File: src/rtl/sound_pkg.sv
// Shared constants for the snake-game jingle player: note half-periods, source ids,
// FSM encoding and the jingle ROM lookup.
package sound_pkg;

  typedef logic [1:0] src_id_t;

  localparam logic [1:0] ST_IDLE = 2'd0;
  localparam logic [1:0] ST_LOAD = 2'd1;
  localparam logic [1:0] ST_PLAY = 2'd2;

  localparam src_id_t SRC_NONE  = 2'd0;
  localparam src_id_t SRC_START = 2'd1;
  localparam src_id_t SRC_EAT   = 2'd2;
  localparam src_id_t SRC_DEATH = 2'd3;

  // Half-periods in 100 MHz clock cycles
  localparam logic [31:0] NOTE_C5   = 32'd95_602;
  localparam logic [31:0] NOTE_E5   = 32'd75_843;
  localparam logic [31:0] NOTE_G5   = 32'd63_776;
  localparam logic [31:0] NOTE_C6   = 32'd47_801;
  localparam logic [31:0] NOTE_REST = 32'd0;

  function automatic logic [2:0] src_mask(input src_id_t src);
    case (src)
      SRC_START: src_mask = 3'b001;
      SRC_EAT:   src_mask = 3'b010;
      SRC_DEATH: src_mask = 3'b100;
      default:   src_mask = 3'b000;
    endcase
  endfunction

  // Request bit 2 outranks bit 1 outranks bit 0; ids are ordered the same way
  function automatic src_id_t highest_src(input logic [2:0] req);
    if (req[2])      highest_src = SRC_DEATH;
    else if (req[1]) highest_src = SRC_EAT;
    else if (req[0]) highest_src = SRC_START;
    else             highest_src = SRC_NONE;
  endfunction

  function automatic logic [31:0] jingle_half_period(input src_id_t src, input logic [1:0] idx);
    jingle_half_period = NOTE_REST;
    case (src)
      SRC_START:
        case (idx)
          2'd0:    jingle_half_period = NOTE_C5;
          2'd1:    jingle_half_period = NOTE_E5;
          2'd2:    jingle_half_period = NOTE_G5;
          default: jingle_half_period = NOTE_C6;
        endcase
      SRC_EAT:
        case (idx)
          2'd0:    jingle_half_period = NOTE_G5;
          2'd1:    jingle_half_period = NOTE_C6;
          default: jingle_half_period = NOTE_REST;
        endcase
      SRC_DEATH:
        case (idx)
          2'd0:    jingle_half_period = NOTE_C6;
          2'd1:    jingle_half_period = NOTE_G5;
          2'd2:    jingle_half_period = NOTE_E5;
          default: jingle_half_period = NOTE_C5;
        endcase
      default: jingle_half_period = NOTE_REST;
    endcase
  endfunction

endpackage

File: src/rtl/sound_sequencer_tone_divider.sv
// Programmable square-wave divider: toggles every in_half_period cycles, silent when
// the half-period is zero. The half-period is captured only on in_load.
module tone_divider #(
  parameter int PERIOD_W = 20
) (
  input  logic                in_clock,
  input  logic                in_reset_n,
  input  logic                in_load,
  input  logic [PERIOD_W-1:0] in_half_period,
  output logic                out_tone
);

  logic [PERIOD_W-1:0] half;
  logic [PERIOD_W-1:0] count;

  always_ff @(posedge in_clock or negedge in_reset_n) begin
    if (!in_reset_n) begin
      half     <= '0;
      count    <= '0;
      out_tone <= 1'b0;
    end else if (in_load) begin
      half     <= in_half_period;
      count    <= '0;
      out_tone <= 1'b0;
    end else if (half == '0) begin
      count    <= '0;
      out_tone <= 1'b0;
    end else if (count == half - PERIOD_W'(1)) begin
      count    <= '0;
      out_tone <= ~out_tone;
    end else begin
      count    <= count + PERIOD_W'(1);
    end
  end

endmodule

File: src/rtl/sound_sequencer.sv
// Fixed-priority jingle sequencer: captures start/eat/death strobes, plays a 4-note
// jingle per source through a shared tone divider, higher priority pre-empts.
module sound_sequencer
  import sound_pkg::*;
#(
  parameter int NOTE_TICKS       = 12_500_000,
  parameter int TONE_SCALE_SHIFT = 0,
  parameter int PERIOD_W         = 20
) (
  input  logic       in_clock,
  input  logic       in_reset_n,
  input  logic [2:0] in_req,
  input  logic       in_mute,
  output logic       out_audio,
  output logic       out_busy,
  output logic [1:0] out_active_id,
  output logic       out_done
);

  localparam int DUR_W = (NOTE_TICKS > 1) ? $clog2(NOTE_TICKS) : 1;
  localparam logic [DUR_W-1:0] DUR_LAST = DUR_W'(NOTE_TICKS - 1);

  logic [1:0]          state, state_d;
  src_id_t             src, src_d;
  logic [1:0]          note_idx, note_idx_d;
  logic [DUR_W-1:0]    dur;
  logic [2:0]          pending, pending_d;
  logic                take;

  logic                playing;
  logic [2:0]          req_all;
  src_id_t             top_src;
  logic                preempt;
  logic                note_end;
  logic                jingle_done;
  logic [PERIOD_W-1:0] half_period;
  logic                tone;

  assign playing = (state != ST_IDLE);

  // A request for the source already playing is dropped; everything else is seen this cycle
  assign req_all     = pending | (in_req & ~(playing ? src_mask(src) : 3'b000));
  assign top_src     = highest_src(req_all);
  assign preempt     = playing && (top_src > src);
  assign note_end    = (state == ST_PLAY) && (dur == DUR_LAST);
  assign jingle_done = note_end && (note_idx == 2'd3);

  always_comb begin
    state_d    = state;
    src_d      = src;
    note_idx_d = note_idx;
    take       = 1'b0;
    case (state)
      ST_IDLE: begin
        if (top_src != SRC_NONE) begin
          state_d    = ST_LOAD;
          src_d      = top_src;
          note_idx_d = 2'd0;
          take       = 1'b1;
        end
      end
      ST_LOAD: begin
        if (preempt) begin
          src_d      = top_src;
          note_idx_d = 2'd0;
          take       = 1'b1;
        end else begin
          state_d = ST_PLAY;
        end
      end
      ST_PLAY: begin
        // A jingle finishing on this very cycle completes normally before any hand-over
        if (jingle_done) begin
          if (top_src != SRC_NONE) begin
            state_d    = ST_LOAD;
            src_d      = top_src;
            note_idx_d = 2'd0;
            take       = 1'b1;
          end else begin
            state_d    = ST_IDLE;
            src_d      = SRC_NONE;
            note_idx_d = 2'd0;
          end
        end else if (preempt) begin
          state_d    = ST_LOAD;
          src_d      = top_src;
          note_idx_d = 2'd0;
          take       = 1'b1;
        end else if (note_end) begin
          state_d    = ST_LOAD;
          note_idx_d = note_idx + 2'd1;
        end
      end
      default: begin
        state_d    = ST_IDLE;
        src_d      = SRC_NONE;
        note_idx_d = 2'd0;
      end
    endcase
    pending_d = req_all & ~(take ? src_mask(top_src) : 3'b000);
  end

  always_ff @(posedge in_clock or negedge in_reset_n) begin
    if (!in_reset_n) begin
      state    <= ST_IDLE;
      src      <= SRC_NONE;
      note_idx <= 2'd0;
      pending  <= 3'b000;
      dur      <= '0;
    end else begin
      state    <= state_d;
      src      <= src_d;
      note_idx <= note_idx_d;
      pending  <= pending_d;
      if (state == ST_PLAY)
        dur <= dur + DUR_W'(1);
      else
        dur <= '0;
    end
  end

  assign half_period = PERIOD_W'(jingle_half_period(src, note_idx) >> TONE_SCALE_SHIFT);

  tone_divider #(
    .PERIOD_W(PERIOD_W)
  ) u_tone_divider (
    .in_clock      (in_clock),
    .in_reset_n    (in_reset_n),
    .in_load       (state == ST_LOAD),
    .in_half_period(half_period),
    .out_tone      (tone)
  );

  // Output stage: gated tone registered once more before the pin
  always_ff @(posedge in_clock or negedge in_reset_n) begin
    if (!in_reset_n)
      out_audio <= 1'b0;
    else
      out_audio <= tone & ~in_mute & playing;
  end

  assign out_busy      = playing;
  assign out_active_id = playing ? src : SRC_NONE;
  assign out_done      = jingle_done;

endmodule

File: config.mk
export PLATFORM = sky130hd
export DESIGN_NAME = sound_sequencer
export DESIGN_NICKNAME = d
export VERILOG_FILES = /design/src/rtl/sound_pkg.sv /design/src/rtl/sound_sequencer_tone_divider.sv /design/src/rtl/sound_sequencer.sv
export SDC_FILE = /design/constraint.sdc
export NUM_CORES = 1
export LEC_CHECK = 0
export ABC_AREA = 1
export CORE_MARGIN = 5
export CORE_UTILIZATION = 26
export CTS_BUF_LIST = sky130_fd_sc_hd__clkbuf_16
export CTS_CLUSTER_DIAMETER = 60
export DETAILED_ROUTE_END_ITERATION = 8
export GPL_ROUTABILITY_DRIVEN = 0
export PLACE_DENSITY = 0.49
export SLEW_MARGIN = 40
export SYNTH_ARGS = -nofsm -noshare
export SYNTH_HDL_FRONTEND = slang
export SYNTH_SLANG_ARGS = --single-unit
File: constraint.sdc
create_clock -name in_clock -period 3.6 [get_ports in_clock]
set_input_delay 0.54 -clock in_clock [delete_from_list [all_inputs] [get_ports in_clock]]
set_output_delay 0.54 -clock in_clock [all_outputs]
set_load 0.01 [all_outputs]
==> results.yml, run 1 <==
placement:
  port_buffers: 10
  place_inst: 835
  dp_hpwl_mm: 8.25
grt:
  grt-ovfl-total: 0
  grtUsageMet2_pct: 19.8
  grt_use_total_pct: 11.6
  grt_pass1_wl_mm: 18.8
  grt_max_degree: 44
  grt_pass1_vias: 3947
  antenna_found_initial: 0
  grtUsageMet3_pct: 2.72
  top_usage_layer: "met2"
  met1_usage_pct: 14.4
clock_tree:
  ctsHtreeMaxLevel: 3
  cts_num_sinks: 65
  postCtsSetupBuffers: 0
  cts_resized: 0
  cts_tree: "done"
  clk_pin_slew_worst_paths_ns: 0.06
  numCtsBuffers: 9
  clockRootBuffer: "clkbuf_16"
  cts_hold_buf: 0
  cts_max_path_buffers: 2
  worstSkewPairLatency_ns: 0.33
floorplan:
  core-area_sq_mm: 0.0165
  io_pins: 11
  dieArea_sq_mm: 0.0193
  fp.dieW_um: 139
  start_util_pct: 26.3
  row_count: 47
  chipHeight_um: 139
critical_path:
  start_kind: "flop"
  path_max_fanout: 5
  critical_path.max_stage_delay_ns: 0.60
  setup.worst_path.end_class: "output port"
  worstPathArrival_ns: 2.37
  critPathSlowestCell: "clkdlybuf4s50_1"
  worstSetupPathType: "flop to output port"
  crit_buf_inv: 2
  crit_top_cell: "nor2_1"
  cp.required_ns: 3.06
  cp_top_family: "buffers and inverters"
  crit_chain: "ha_1, nand2_1, nor2_1, inv_1, nor2_1, nand4_1, nor3_1, clkdlybuf4s50_1"
detailed_routing:
  postRouteWirelength_mm: 10.8
  vias_per_cell: 4.64
  wl_per_cell_um: 12.7
  drcViolationCount: 0
  num_vias: 3952
  antenna_left: 0
  drt_iter0_markers: 310
  drt_first_pass_iters: 4
timing:
  setup_tns_ns: 0
  worst_slew_pin_slew_ns: 0.564
  post-route-min-period_ns: 2.91
  slew_viol_final: 0
  final-hold-violation-count: 0
  rsz0062_at_grt: "no"
  timing.final.crit_share_pct: 80.9
  max-slew-margin-rel_pct: 62.4
  final-setup-viol-count: 0
  fmax_mhz: 343
  skew_ns: 0.00624
synthesis:
  synth_top_area_cell: "dfrtp_1"
  syn_nets: 626
  synth_cells: 606
  synth.avg_cell_area_sq_um: 7.14
  ys.flop_type: "dfrtp_1"
  ys_async_sr_fraction_pct: 100
  ys_seq_area_share_pct: 37.6
  ys_warn_count: 0
  synth_cell_types: 36
  synth_edf_count: 0
  yosysMostFrequentCell: "nand2_1"
  synth_area_leaders: "dfrtp_1, nand2_1, inv_1"
  netlist_area_sq_mm: 0.00432
  ys_ff_latch: 65
  synth.top_cell.area_share_pct: 37.6
  synth.top_cells.by_count: "nand2_1, inv_1, nor2_1"
power_and_ir_drop:
  finalPower_uw: 3250
  pwr_density_cell_mw_per_mm2: 656
  p_leak_uw: 0.00220
  peakVddDrop_uv: 252
run_status:
  outcome: "finished clean"
job:
  drv_cap: 0
cells_and_area:
  layout-drive-gt1-share_pct: 8.40
  final_nets: 646
  antenna_cells: 0
  area_delta_synth_final_pct: 14.5
  fin_cells: 851
  fillerInstances: 1804
hold_path:
  hold_path_class: "input pin to async pin"
## worst register-to-register path, stage by stage, from the launching register on
cell     delay [ns]
dfrtp_1        0.46
inv_1          0.12
nor2_1         0.26
nand2_1        0.12
a21oi_1        0.21
o21ai_0        0.12
inv_1          0.08
ha_1           0.22
nand2_1        0.06
nand2_1        0.05
nor2_1         0.21
nor2_1         0.08
o21ai_0        0.15
nand3_1        0.13
inv_1          0.12
nand3_1        0.07
o21ai_0        0.08
## final cells by class
cell class / instances / area (sq um) / share of cell area [%]
timing repair buffer: 15 / 135 / 2.73
tap: 220 / 275 / 5.56
clock inverter: 7 / 38.8 / 0.783
clock buffer: 9 / 225 / 4.55
inverter: 96 / 360 / 7.28
multi-input combinational: 439 / 2290 / 46.2
sequential: 65 / 1630 / 32.9
## layer usage
| layer | vias up | routed length, um |
|---|---|---|
| met1 | 1864 | 4910 |
| met5 | - | 0 |
| li1 | 1986 | - |
| met3 | 18 | 360 |
| met4 | 0 | 192 |
| met2 | 84 | 5320 |
## where the power goes
part           internal, uW  leakage, uW  total [uW]  switching, uW
clock network           458     0.000134         783            326
registers               861     0.000867        1020            154
logic                   505      0.00120        1450            944
total                  1820      0.00220        3250           1420
## cell families after synthesis
family / share of synthesized area, %
AO/OA/AOI/OAI: 9.35
AND/OR/NAND/NOR: 34.6
adder cells (fa/ha/maj): 4.05
buffers and inverters: 9.43
flip-flops: 37.6
XOR/XNOR: 4.98
## flip-flops by register name, indices dropped and copies added, names as in the netlist
name	flops
dur	24
note_idx	2
out_audio	1
pending	3
src	2
state	2
u_tone_divider.count	20
u_tone_divider.half	10
u_tone_divider.out_tone	1
## worst paths after layout
kind	slack, ns	start	endpoint	cells past startpoint
setup / recovery	0.69	dur[0]$_DFF_PN0_	out_done	8
setup reg to reg	0.98	src[0]$_DFFE_PN0N_	note_idx[0]$_DFFE_PN0P_	16
hold / removal	0.21	in_reset_n	u_tone_divider.count[7]$_DFF_PN0_	1
hold reg to reg	0.51	u_tone_divider.count[0]$_DFF_PN0_	u_tone_divider.count[0]$_DFF_PN0_	1
min in group in_clock	0.51	u_tone_divider.count[0]$_DFF_PN0_	u_tone_divider.count[0]$_DFF_PN0_	1
max in group asynchronous	2.79	in_reset_n	dur[8]$_DFF_PN0_	2
## layout by cell type (no fill, tap or decap), types with 3 or more instances in the layout
cell             netlist  routed
o211ai_1               5       5
inv_1                 92      93
nand4_1               15      15
nor3_2                 3       3
nor3_1                22      22
o21ai_0               30      30
nor2_1                86      86
xnor2_1                5       5
nand2_2                3       3
o221ai_1               4       4
xor2_1                17      17
a211oi_1               3       3
inv_2                  3       3
a31oi_1                3       3
nand2_1              135     135
nand3_2                3       3
nand3b_1               4       4
dfrtp_1               65      65
clkdlybuf4s50_1        0       9
ha_1                  14      14
a21oi_1               18      18
nor2_2                16      16
buf_4                  0       6
clkinv_2               0       3
nand3_1               36      36
nor4_1                 5       5
clkbuf_16              0       9
## metrics by stage
| step | util [%] | setup slack, ns | hold slack, ns | instance area [sq um] |
|---|---|---|---|---|
| 2_1_floorplan | - | 1.42 | 0.244 | 4320 |
| 3_3_place_gp | 28.4 | 0.948 | 0.510 | 4680 |
| 3_5_place_dp | 28.5 | 0.948 | 0.513 | 4690 |
| 4_1_cts | 30.1 | 0.668 | 0.226 | 4950 |
| 5_1_grt | 30.1 | 0.532 | 0.255 | 4950 |
| 6_report | 30.1 | 0.686 | 0.206 | 4950 |
Note: power is estimated with default switching activity, not from simulation.
==> run 2: changes to the inputs <==
--- a/config.mk
+++ b/config.mk
@@ -12,7 +12,7 @@
 export CTS_CLUSTER_DIAMETER = 60
 export DETAILED_ROUTE_END_ITERATION = 8
 export GPL_ROUTABILITY_DRIVEN = 0
-export PLACE_DENSITY = 0.49
+export PLACE_DENSITY = 0.51
 export SLEW_MARGIN = 40
 export SYNTH_ARGS = -nofsm -noshare
 export SYNTH_HDL_FRONTEND = slang
==> constraint.sdc (replaced) <==
create_clock -name in_clock -period 2.63 [get_ports in_clock]
set_input_delay 0.3945 -clock in_clock [delete_from_list [all_inputs] [get_ports in_clock]]
set_output_delay 0.3945 -clock in_clock [all_outputs]
set_load 0.01 [all_outputs]
==> run 2 against run 1 <==
Register-to-register slack worse by 0.66 ns. Non-clock buffer count is 7 higher. Largest power group unchanged. Flip-flop and latch count stayed put. Hold slack worse by 0.15 ns. Worst setup slack worse by 0.37 ns. Largest cell class unchanged. Core utilization is 0.78 points higher. Clock power is 58% higher. Clock skew is 0.0061 ns higher.
==> results.yml, run 2 (same netlist as run 1, synthesis figures left out) <==
cells_and_area:
  largest_reg_flops: 24
  final_nets: 653
  largestRegisters: "dur x24, u_tone_divider.count x20, u_tone_divider.half x10"
  multi_input_area_sq_mm: 0.00231
  most-common-layout-cells: "nand2_1, inv_1, nor2_1"
  fillerInstances: 1809
  fin_cells: 858
  final_cell_area_sq_mm: 0.00508
  layout-drive-gt1-share_pct: 10.3
  regArea_sq_mm: 0.00163
  antenna_cells: 0
  post-route-util_pct: 30.8
  layout_commonest_cell: "nand2_1"
  area_delta_synth_final_pct: 17.4
  top_register: "dur"
detailed_routing:
  wl_per_cell_um: 12.2
  num_vias: 3786
  drt_iter0_markers: 175
  antenna_left: 0
  drt_first_pass_iters: 5
  vias_per_cell: 4.41
  postRouteWirelength_mm: 10.5
  drcViolationCount: 0
power_and_ir_drop:
  p_leak_uw: 0.00228
  power.share.clock_pct: 26.6
  sw_frac_of_total_pct: 42.7
  power_frac_seq_pct: 29.3
  power.switching_uw: 1990
  pwr_density_cell_mw_per_mm2: 918
  pwr-share-comb_pct: 44.1
  peakVddDrop_uv: 361
  internal-power_uw: 2670
clock_tree:
  ctsHtreeMaxLevel: 3
  cts_max_path_buffers: 2
  cts_resized: 1
  postCtsSetupBuffers: 0
  clockRootBuffer: "clkbuf_16"
  cts_num_sinks: 65
  cts_tree: "done"
  worstSkewPairLatency_ns: 0.35
  cts_hold_buf: 0
  numCtsBuffers: 9
  clk_pin_slew_worst_paths_ns: 0.07
floorplan:
  io_pins: 11
  dieArea_sq_mm: 0.0193
  start_util_pct: 26.3
  fp.dieW_um: 139
  chipHeight_um: 139
  row_count: 47
  core-area_sq_mm: 0.0165
placement:
  post_dp_cell_area_sq_mm: 0.00475
  port_buffers: 10
  place_inst: 842
  dp_hpwl_mm: 8.01
timing:
  timing.final.crit_share_pct: 88.0
  rsz0062_at_grt: "no"
  setup_tns_ns: 0
  fmax_mhz: 432
  slew_viol_final: 0
  final-setup-viol-count: 0
  post-route-min-period_ns: 2.31
  final-hold-violation-count: 0
  worst_slew_pin_slew_ns: 0.595
  max-slew-margin-rel_pct: 60.3
  skew_ns: 0.0123
critical_path:
  worstSetupPathType: "flop to flop"
  crit_start: "src[0]$_DFFE_PN0N_"
  cp.required_ns: 2.86
  path_max_fanout: 7
  r2r-start: "src[0]$_DFFE_PN0N_"
  worstPathArrival_ns: 2.55
  setup.worst_path.end_class: "flop"
  start_kind: "flop"
grt:
  grt_use_total_pct: 11.4
  grt_pass1_wl_mm: 18.0
  antenna_found_initial: 0
  grt-ovfl-total: 0
  grt_max_degree: 43
  grt_pass1_vias: 3709
hold_path:
  hold_path_class: "input pin to async pin"
run_status:
  outcome: "finished clean"
job:
  drv_cap: 0
-- run 2: cell types whose count changed in the layout (fill, tap and decap cells not counted), sizes merged --
cell           before  now
buf                 6   13
bufinv              0    1
clkdlybuf4s50       9    8
clkinv              6    1
dlymetal6s2s        0    1
inv                96  100
-- run 2: layer usage --
metal	GRT usage [%]	routed length, um
met5	0	0
met4	2.32	100
met3	3.66	304
met2	18.6	4850
met1	14.8	5220
-- run 2: path summary, 6_finish.rpt --
kind                       depth (start not counted)                             endpoint  slack (ns)
setup / recovery                                  14              note_idx[1]$_DFFE_PN0P_        0.32
setup reg to reg                                  14              note_idx[1]$_DFFE_PN0P_        0.32
hold reg to reg                                    1    u_tone_divider.count[0]$_DFF_PN0_        0.52
max in group asynchronous                          2                    dur[11]$_DFF_PN0_        1.95
hold / removal                                     1  u_tone_divider.half[11]$_DFFE_PN0P_        0.06
min in group in_clock                              1    u_tone_divider.count[0]$_DFF_PN0_        0.52
-- run 2: per-stage QoR --
stage	power, uW	hold slack [ns]	setup WS (ns)
5_1_grt	5090	0.104	0.0183
3_3_place_gp	3430	0.436	0.178
3_5_place_dp	3420	0.440	0.150
4_1_cts	4700	0.0661	0.0560
2_1_floorplan	2880	0.0989	0.446
6_report	4660	0.0555	0.316
-- run 2: worst max-delay path, cell delays in order (launching register included) --
cell,delay [ns]
dfrtp_2,0.44
nand2_2,0.12
inv_1,0.10
nand2_1,0.07
a21oi_2,0.19
nand2_1,0.12
ha_1,0.30
a21oi_1,0.18
nor2_2,0.06
nor2_1,0.13
o21ai_0,0.16
nand3_1,0.12
inv_1,0.07
nand3_1,0.06
o21ai_0,0.07
-- run 2: power groups by stage --
| stage | logic (uW) | registers [uW] | clock network (uW) |
|---|---|---|---|
| 6_report | 2060 | 1370 | 1240 |
| 5_1_grt | 2370 | 1390 | 1330 |
| 2_1_floorplan | 1540 | 1330 | 0 |
| 4_1_cts | 2060 | 1360 | 1280 |
| 3_5_place_dp | 2050 | 1380 | 0 |
| 3_3_place_gp | 2050 | 1380 | 0 |
-- run 2: area by class of cell --
| cell class | instances | area share (%) |
|---|---|---|
| Multi-Input combinational cell | 439 | 45.4 |
| Tap cell | 220 | 5.42 |
| Clock inverter | 7 | 1.60 |
| Inverter | 96 | 7.10 |
| Sequential cell | 65 | 32.1 |
| Clock buffer | 9 | 4.43 |
| Timing Repair Buffer | 22 | 3.94 |
